$ cat src/rtl/mux_arb_pkg.sv
// Shared constants, state encoding and helpers for the 4:1 mux round-robin arbiter.
package mux_arb_pkg;

   localparam int unsigned NUM_REQ = 4;
   localparam int unsigned SEL_W   = 2;

   typedef enum logic {
      IDLE = 1'b0,
      BUSY = 1'b1
   } arb_state_t;

   function automatic logic [NUM_REQ-1:0] onehot4(input logic [SEL_W-1:0] idx);
      return NUM_REQ'(1) << idx;
   endfunction

endpackage

$ cat src/rtl/rr_pick4.sv
// Combinational round-robin pick: first set bit of (req & ~mask), scanning from ptr upward mod 4.
module rr_pick4
   import mux_arb_pkg::*;
(
   input  logic [NUM_REQ-1:0] req,
   input  logic [NUM_REQ-1:0] mask,
   input  logic [SEL_W-1:0]   ptr,
   output logic [SEL_W-1:0]   idx,
   output logic               found
);

   logic [NUM_REQ-1:0] eff;
   logic [SEL_W-1:0]   cand;

   always_comb begin
      eff   = req & ~mask;
      idx   = '0;
      found = 1'b0;
      cand  = '0;
      for (int unsigned i = 0; i < NUM_REQ; i++) begin
         cand = ptr + SEL_W'(i);
         if (!found && eff[cand]) begin
            idx   = cand;
            found = 1'b1;
         end
      end
   end

endmodule

$ cat src/rtl/mux4_rr_arbiter.sv
// Round-robin arbiter driving the 4:1 mux select with bounded-burst ownership.
module mux4_rr_arbiter
   import mux_arb_pkg::*;
#(
   parameter int unsigned MAX_HOLD = 8
) (
   input  logic               clk,
   input  logic               reset,
   input  logic [NUM_REQ-1:0] req,
   output logic [NUM_REQ-1:0] gnt,
   output logic [SEL_W-1:0]   sel,
   output logic               sel_valid
);

   localparam int unsigned CW = $clog2(MAX_HOLD + 1);
   localparam logic [CW-1:0] MAX_C = CW'(MAX_HOLD);

   arb_state_t         state, state_n;
   logic [SEL_W-1:0]   own, own_n;
   logic [SEL_W-1:0]   ptr, ptr_n;
   logic [CW-1:0]      cnt, cnt_n;

   logic [NUM_REQ-1:0] pick_mask;
   logic [SEL_W-1:0]   pick_idx;
   logic               pick_found;

   // One picker serves both cases: in BUSY the owner is masked, so "found" means others != 0.
   assign pick_mask = (state == BUSY) ? onehot4(own) : '0;

   rr_pick4 u_pick (
      .req   (req),
      .mask  (pick_mask),
      .ptr   (ptr),
      .idx   (pick_idx),
      .found (pick_found)
   );

   always_comb begin
      state_n = state;
      own_n   = own;
      ptr_n   = ptr;
      cnt_n   = cnt;
      case (state)
         IDLE: begin
            if (pick_found) begin
               state_n = BUSY;
               own_n   = pick_idx;
               cnt_n   = CW'(1);
               ptr_n   = pick_idx + SEL_W'(1);
            end
         end
         BUSY: begin
            if (!req[own]) begin
               if (pick_found) begin
                  own_n = pick_idx;
                  cnt_n = CW'(1);
                  ptr_n = pick_idx + SEL_W'(1);
               end else begin
                  state_n = IDLE;
                  cnt_n   = '0;
               end
            end else if (cnt >= MAX_C && pick_found) begin
               own_n = pick_idx;
               cnt_n = CW'(1);
               ptr_n = pick_idx + SEL_W'(1);
            end else if (cnt < MAX_C) begin
               cnt_n = cnt + CW'(1);
            end
         end
         default: begin
            state_n = IDLE;
            cnt_n   = '0;
         end
      endcase
   end

   always_ff @(posedge clk) begin
      if (!reset) begin
         state <= IDLE;
         own   <= '0;
         ptr   <= '0;
         cnt   <= '0;
      end else begin
         state <= state_n;
         own   <= own_n;
         ptr   <= ptr_n;
         cnt   <= cnt_n;
      end
   end

   assign gnt       = (state == BUSY) ? onehot4(own) : '0;
   assign sel       = own;
   assign sel_valid = (state == BUSY);

endmodule

$ cat config.mk
export PLATFORM = sky130hd
export DESIGN_NAME = mux4_rr_arbiter
export DESIGN_NICKNAME = d
export VERILOG_FILES = /design/src/rtl/mux_arb_pkg.sv /design/src/rtl/rr_pick4.sv /design/src/rtl/mux4_rr_arbiter.sv
export SDC_FILE = /design/constraint.sdc
export NUM_CORES = 1
export LEC_CHECK = 0
export CAP_MARGIN = 15
export CORE_UTILIZATION = 48
export CTS_BUF_LIST = sky130_fd_sc_hd__clkbuf_4 sky130_fd_sc_hd__clkbuf_8
export DETAILED_ROUTE_END_ITERATION = 10
export PLACE_DENSITY_LB_ADDON = 0.3
export SYNTH_ARGS = -nofsm -noshare
export SYNTH_HDL_FRONTEND = slang
export SYNTH_SLANG_ARGS = --single-unit
$ cat constraint.sdc
create_clock -name clk -period 1.8 [get_ports clk]
set_input_delay 0.27 -clock clk [delete_from_list [all_inputs] [get_ports clk]]
set_output_delay 0.27 -clock clk [all_outputs]
set_load 0.01 [all_outputs]
* Word level (Yosys, flattened, before mapping) *
Cells that the tools add are included.

operators by class
  shift operators = 1
  bitwise gates (word level) = 3
  equal/unequal tests = 3
  mux-type cells = 36
  reductions and logical operators = 8
  magnitude comparators = 7
  add/sub/neg operators = 5

operators by type and width
  kind                   number
  $mux W2                10
  $mux W4                5
  $lt A2 B3 Y1 const B   5
  $mux W1                12
  $bmux W1 S2            5
  $pmux W2 S2            2
  $pmux W4 S2            1
  $add A2 B1 Y2 const B  2
  $add A2 B2 Y2 const B  2
  $add A4 B1 Y4 const B  1
  $and A4 B4 Y4          1
  $ge A4 B4 Y1 const B   1
  $logic_and A1 B1 Y1    4
  $lt A4 B4 Y1 const B   1
  $ne A4 B2 Y1 const B   1
  $not A4 Y4             1
  $shl A1 B2 Y4 const A  1
  $logic_not A1 Y1       3
  $ne A3 B2 Y1 const B   1
  $ne A2 B2 Y1 const B   1
  $pmux W1 S2            1
  $reduce_and A2 Y1      1
  $not A1 Y1             1

word-level totals
  input bits = 6
  register bits = 9
  word-level logic and storage cells = 67
  output and inout bits = 7

* Longest topological paths before layout *
  word-level depth = 20
  depth in mapped cells = 8
  gate-level depth less buffers = 6

* Cells and area by module *
From an unflattened synthesis, not the netlist that was laid out.

second synthesis, totals
  cell total of the unflattened synthesis = 69
  area, all modules = 596.8 um2

modules (own cells, without submodules)
  module           times used  cells each  area each (um2)  sequential area each (um2)
  mux4_rr_arbiter  1           54          473.0            180.2
  rr_pick4         1           15          123.9            0.0

* Worst setup path before layout *
No wires, ideal clock.

  path kind = flip-flop to flip-flop
  start point = register own[0] (netlist: sel[0])
  end point = register own[0] (netlist: sel[0])
  arrival time = 1.890 ns
  cell stages (with the launch flop) = 8
  clock period less this slack = 2.008 ns
  library setup time = 0.118 ns
  path buffers = 1
  slack = -0.208 ns
  data required time = 1.682 ns
  cells stage by stage = dfxtp_1 -> buf_4 -> xor2_4 -> a31oi_2 -> or4_4 -> a21o_1 -> a32oi_1 -> nor2b_1

between the ends
  cells in the longest elaborated chain, start to end = 19
  elaborated cells on any way between the ends = 34
  those cells by class = eq/ne (1); shift (1); mux (23); bitwise (2); reduce/logical (7)

ends and longest elaborated chain
  item                                line                                                                 source
  start: declaration                  mux4_rr_arbiter.sv:19                                                logic [SEL_W-1:0] own, own_n;
  start signal: assignment            mux4_rr_arbiter.sv:85                                                own <= own_n;
  $shl A1 B2 Y4                       mux_arb_pkg.sv:13                                                    return NUM_REQ'(1) << idx;
  $mux W4                             mux4_rr_arbiter.sv:28                                                assign pick_mask = (state == BUSY) ? onehot4(own) : '0;
  $not A4 Y4                          rr_pick4.sv:16                                                       eff = req & ~mask;
  $and A4 B4 Y4                       rr_pick4.sv:16
  $bmux W1 S2                         rr_pick4.sv:22                                                       if (!found && eff[cand]) begin
  $mux W1 (not written as such)       rr_pick4.sv:22
  $mux W1                             rr_pick4.sv:22
  $logic_not A1 Y1                    rr_pick4.sv:22
  [... 3 more ...]                    -
  $logic_and A1 B1 Y1                 rr_pick4.sv:22
  $mux W1                             rr_pick4.sv:22
  $logic_not A1 Y1                    rr_pick4.sv:22
  $logic_and A1 B1 Y1                 rr_pick4.sv:22
  $mux W2 or $mux W1 (tied branches)  rr_pick4.sv:22
  $mux W2, on equally long branches   mux4_rr_arbiter.sv:45, mux4_rr_arbiter.sv:54, mux4_rr_arbiter.sv:62
  $mux W2                             mux4_rr_arbiter.sv:53                                                if (!req[own]) begin
  $pmux W2 S2                         mux4_rr_arbiter.sv:43                                                case (state)

Parallel ways exist; a longest one is shown, timed or not. The select of a mux whose other input is x is not followed.
A chain may end at the register's enable or synchronous reset.

* Worst setup path after layout *
  start point = register ptr[0]
  end point = register own[0] (netlist: sel[0])

between the ends
  cells in the longest elaborated chain, start to end = 15
  elaborated cells on any way between the ends = 31
  those cells by class = add/sub (3); eq/ne (1); mux (20); reduce/logical (7)

ends and longest elaborated chain
  item                                                                    line                   source
  start: declaration                                                      mux4_rr_arbiter.sv:20  logic [SEL_W-1:0] ptr, ptr_n;
  start signal: assignment                                                mux4_rr_arbiter.sv:86  ptr <= ptr_n;
  parallel branches: the longest is 15 deep, another holds $add A2 B1 Y2  -

Several ways; the timed one is not identified. The select of a mux whose other input is x is not followed.

==> flow_metrics.py <==
metrics = {
    "cts": {
        "cts_buffers": 3,
        "cts.path.max_buffers": 2,
        "clk_latency_ps": 260,
        "cts_tree": "built",
        "cts_max_level": 1,
        "postCtsHoldBufs": 0,
        "clock_sinks": 9,
        "root_buffer": "clkbuf_4",
        "cts.clk_slew.worst_paths_ps": 60,
    },
    "layout": {
        "final_nets": 133,
        "drive_gt1_frac": 0.387,
        "antenna_cells": 0,
        "syn_to_final_growth_pct": 53.4,
        "fill_cells": 95,
        "fin_util": 0.787,
    },
    "hold_path": {
        "hold_class": "reg -> reg",
    },
    "drt": {
        "drt_iter0_markers": 20,
        "wl_met2_mm": 1.12,
        "wl_mm": 2.18,
        "dr_wl_met3_um": 128,
        "highest_layer": "met4",
        "avgRoutedWirePerCell_um": 15.5,
        "first_pass_iters": 4,
        "postRouteAntennaNets": 0,
        "via_per_inst": 6.04,
        "drc": 0,
        "met1Wirelength_um": 887,
        "num_vias": 846,
    },
    "power": {
        "power_mw": 1.90,
        "p_leak_nw": 0.507,
        "powerDensity_nw_per_um2": 1620,
        "vdd_drop_max_uv": 851,
    },
    "floorplanning": {
        "io_pins": 13,
        "num_rows": 14,
        "die_area_um2": 1760,
        "fp.dieH_um": 41.9,
        "die_w_um": 41.9,
        "start_util": 0.513,
        "coreArea_um2": 1490,
    },
    "grt": {
        "grt_usage": 0.285,
        "grt_antenna_before_repair": 0,
        "grt_pass1_vias": 825,
        "grt_max_degree": 11,
        "grt_overflow": 0,
        "grt_pass1_wl_mm": 3.84,
    },
    "placed_design": {
        "place_hpwl_mm": 1.53,
        "gp_congestion": 0.900,
        "io_buffers": 12,
    },
    "logic_synthesis": {
        "ys_seq_elements": 9,
        "ys_types": 42,
        "synth_cells": 92,
        "synth_area_um2": 764,
        "ys_warn_count": 0,
        "ys_seq_area_frac": 0.236,
        "synth.avg_cell_area_um2": 8.31,
        "syn-num-nets": 100,
    },
    "sta": {
        "fin_setup_tns_ps": -389,
        "finalMaxSlewViolations": 0,
        "finalClockSkew_ps": 3.90,
        "fin_crit_sh": 1.08,
        "setup_ws_ps": -137,
        "setup_viol": 6,
        "max_slew_margin": 0.776,
        "max_freq_mhz": 516,
        "period_needed_ps": 1940,
        "tightest_slew_ps": 335,
        "rsz0062_at_grt": "yes",
        "finalHoldViolations": 0,
        "fin_hold_ws_ps": 528,
    },
    "critical_path": {
        "cp_data_required_time_ps": 1950,
        "critPathMaxFanout": 7,
        "crit_type": "reg -> reg",
        "start_kind": "register",
        "cp.arrival_ps": 2080,
        "endpoint_kind": "register",
    },
    "flow_run": {
        "maxCapViolations": 0,
    },
    "outcome": {
        "violations": "setup timing",
        "status": "finished with violations",
    },
}
[per-stage QoR]
stage / setup WS (ps) / cell area (um2) / std cells
2_1_floorplan: -148 / 801 / 92
3_3_place_gp: -334 / 1070 / 136
3_5_place_dp: -384 / 1070 / 136
4_1_cts: -119 / 1140 / 140
5_1_grt: -190 / 1170 / 140
6_report: -137 / 1170 / 140
[cells by family (layout without fill, tap and decap cells)]
family	after synthesis	in the layout	synth area share
AOI/OAI and AO/OA	34	34	0.303
xor gates and xnor gates	2	2	0.0475
adders and majority gates	2	2	0.0327
buffers and inverters	9	41	0.0655
DFF	9	9	0.236
muxes	3	3	0.0556
and+or+nand+nor	33	33	0.260
[worst max-delay path: stages (launching register included)]
cell and delay (ps):
dfxtp_4 390, xor2_4 190, buf_6 140, o221a_4 210, or4_4 450, a21o_1 190
a32oi_1 180, nor2b_1 60
[sequential cells by signal (all words and copies together) (netlist names)]
name	cells
ptr	2
cnt	4
sel_valid	1
sel	2
[synth_stat cells, drive strengths merged]
library cell,n,share of area
a21boi,3,0.029
a31oi,3,0.033
o31ai,2,0.020
o221a,1,0.015
nor2,5,0.025
xor2,2,0.047
nand4bb,1,0.015
nand2b,5,0.041
a211oi,1,0.0098
or4,1,0.015
o21a,2,0.020
ha,2,0.033
nor3,2,0.020
o221ai,1,0.011
a22oi,2,0.020
a2bb2oi,1,0.011
nand3b,1,0.0098
buf,4,0.041
inv,5,0.025
o21ai,8,0.052
nand2,7,0.034
and4,1,0.011
nor4,1,0.016
o32ai,1,0.011
o211ai,1,0.0098
a32oi,1,0.011
and2,1,0.0082
and3,3,0.025
a21o,1,0.0098
nor2b,4,0.033
mux2i,2,0.026
mux4,1,0.029
nand4,1,0.0082
a21oi,6,0.039
dfxtp,9,0.24
[area by class of cell]
class | instances | area (um2) | area share
Multi-Input combinational cell | 74 | 629 | 0.537
Sequential cell | 9 | 190 | 0.162
Clock buffer | 4 | 30.0 | 0.0256
Inverter | 5 | 18.8 | 0.0160
Tap cell | 16 | 20.0 | 0.0171
Timing Repair Buffer | 32 | 284 | 0.242
[routing by layer]
metal	vias to the layer above	GRT usage
met5	-	0
met4	0	0.129
met3	4	0.0522
met2	32	0.456
met1	402	0.371
li1	408	-
[worst paths after layout]
kind	slack [ps]	cells past startpoint	start	to
min reg2reg	530	2	cnt[2]	cnt[2]
max	-140	7	ptr[0]	sel[0]
min	530	2	cnt[2]	cnt[2]
max reg2reg	-140	7	ptr[0]	sel[0]
[where the power goes]
part	switching, mW	internal [mW]	leakage (nW)
registers	0.102	0.272	0.0759
logic	0.657	0.696	0.413
clock network	0.0707	0.100	0.0184
[cells in the final DEF (no fill, tap or decap), types with 2 or more instances in the layout]
master,n
nor2_1,5
nor3_2,2
and3_1,2
clkbuf_4,4
dfxtp_4,2
dfxtp_1,5
buf_6,2
o21ai_0,6
dlymetal6s2s_1,3
nand2b_1,5
a31oi_4,2
inv_1,5
buf_4,18
o21a_1,2
a21oi_1,5
clkdlybuf4s50_1,8
nand2_1,7
a22oi_1,2
dfxtp_2,2
ha_1,2
o21ai_2,2
nor2b_1,4
o31ai_1,2
mux2i_2,2
a21boi_2,2
[what timing repair did]
item | 4_1_cts | 5_1_grt
endpoints found under the setup margin | 10 | 10
pin swaps | 5 | 2
gates resized for setup | 16 | 9
buffers inserted | 2 | 0
(Power assumes the default switching activity.)
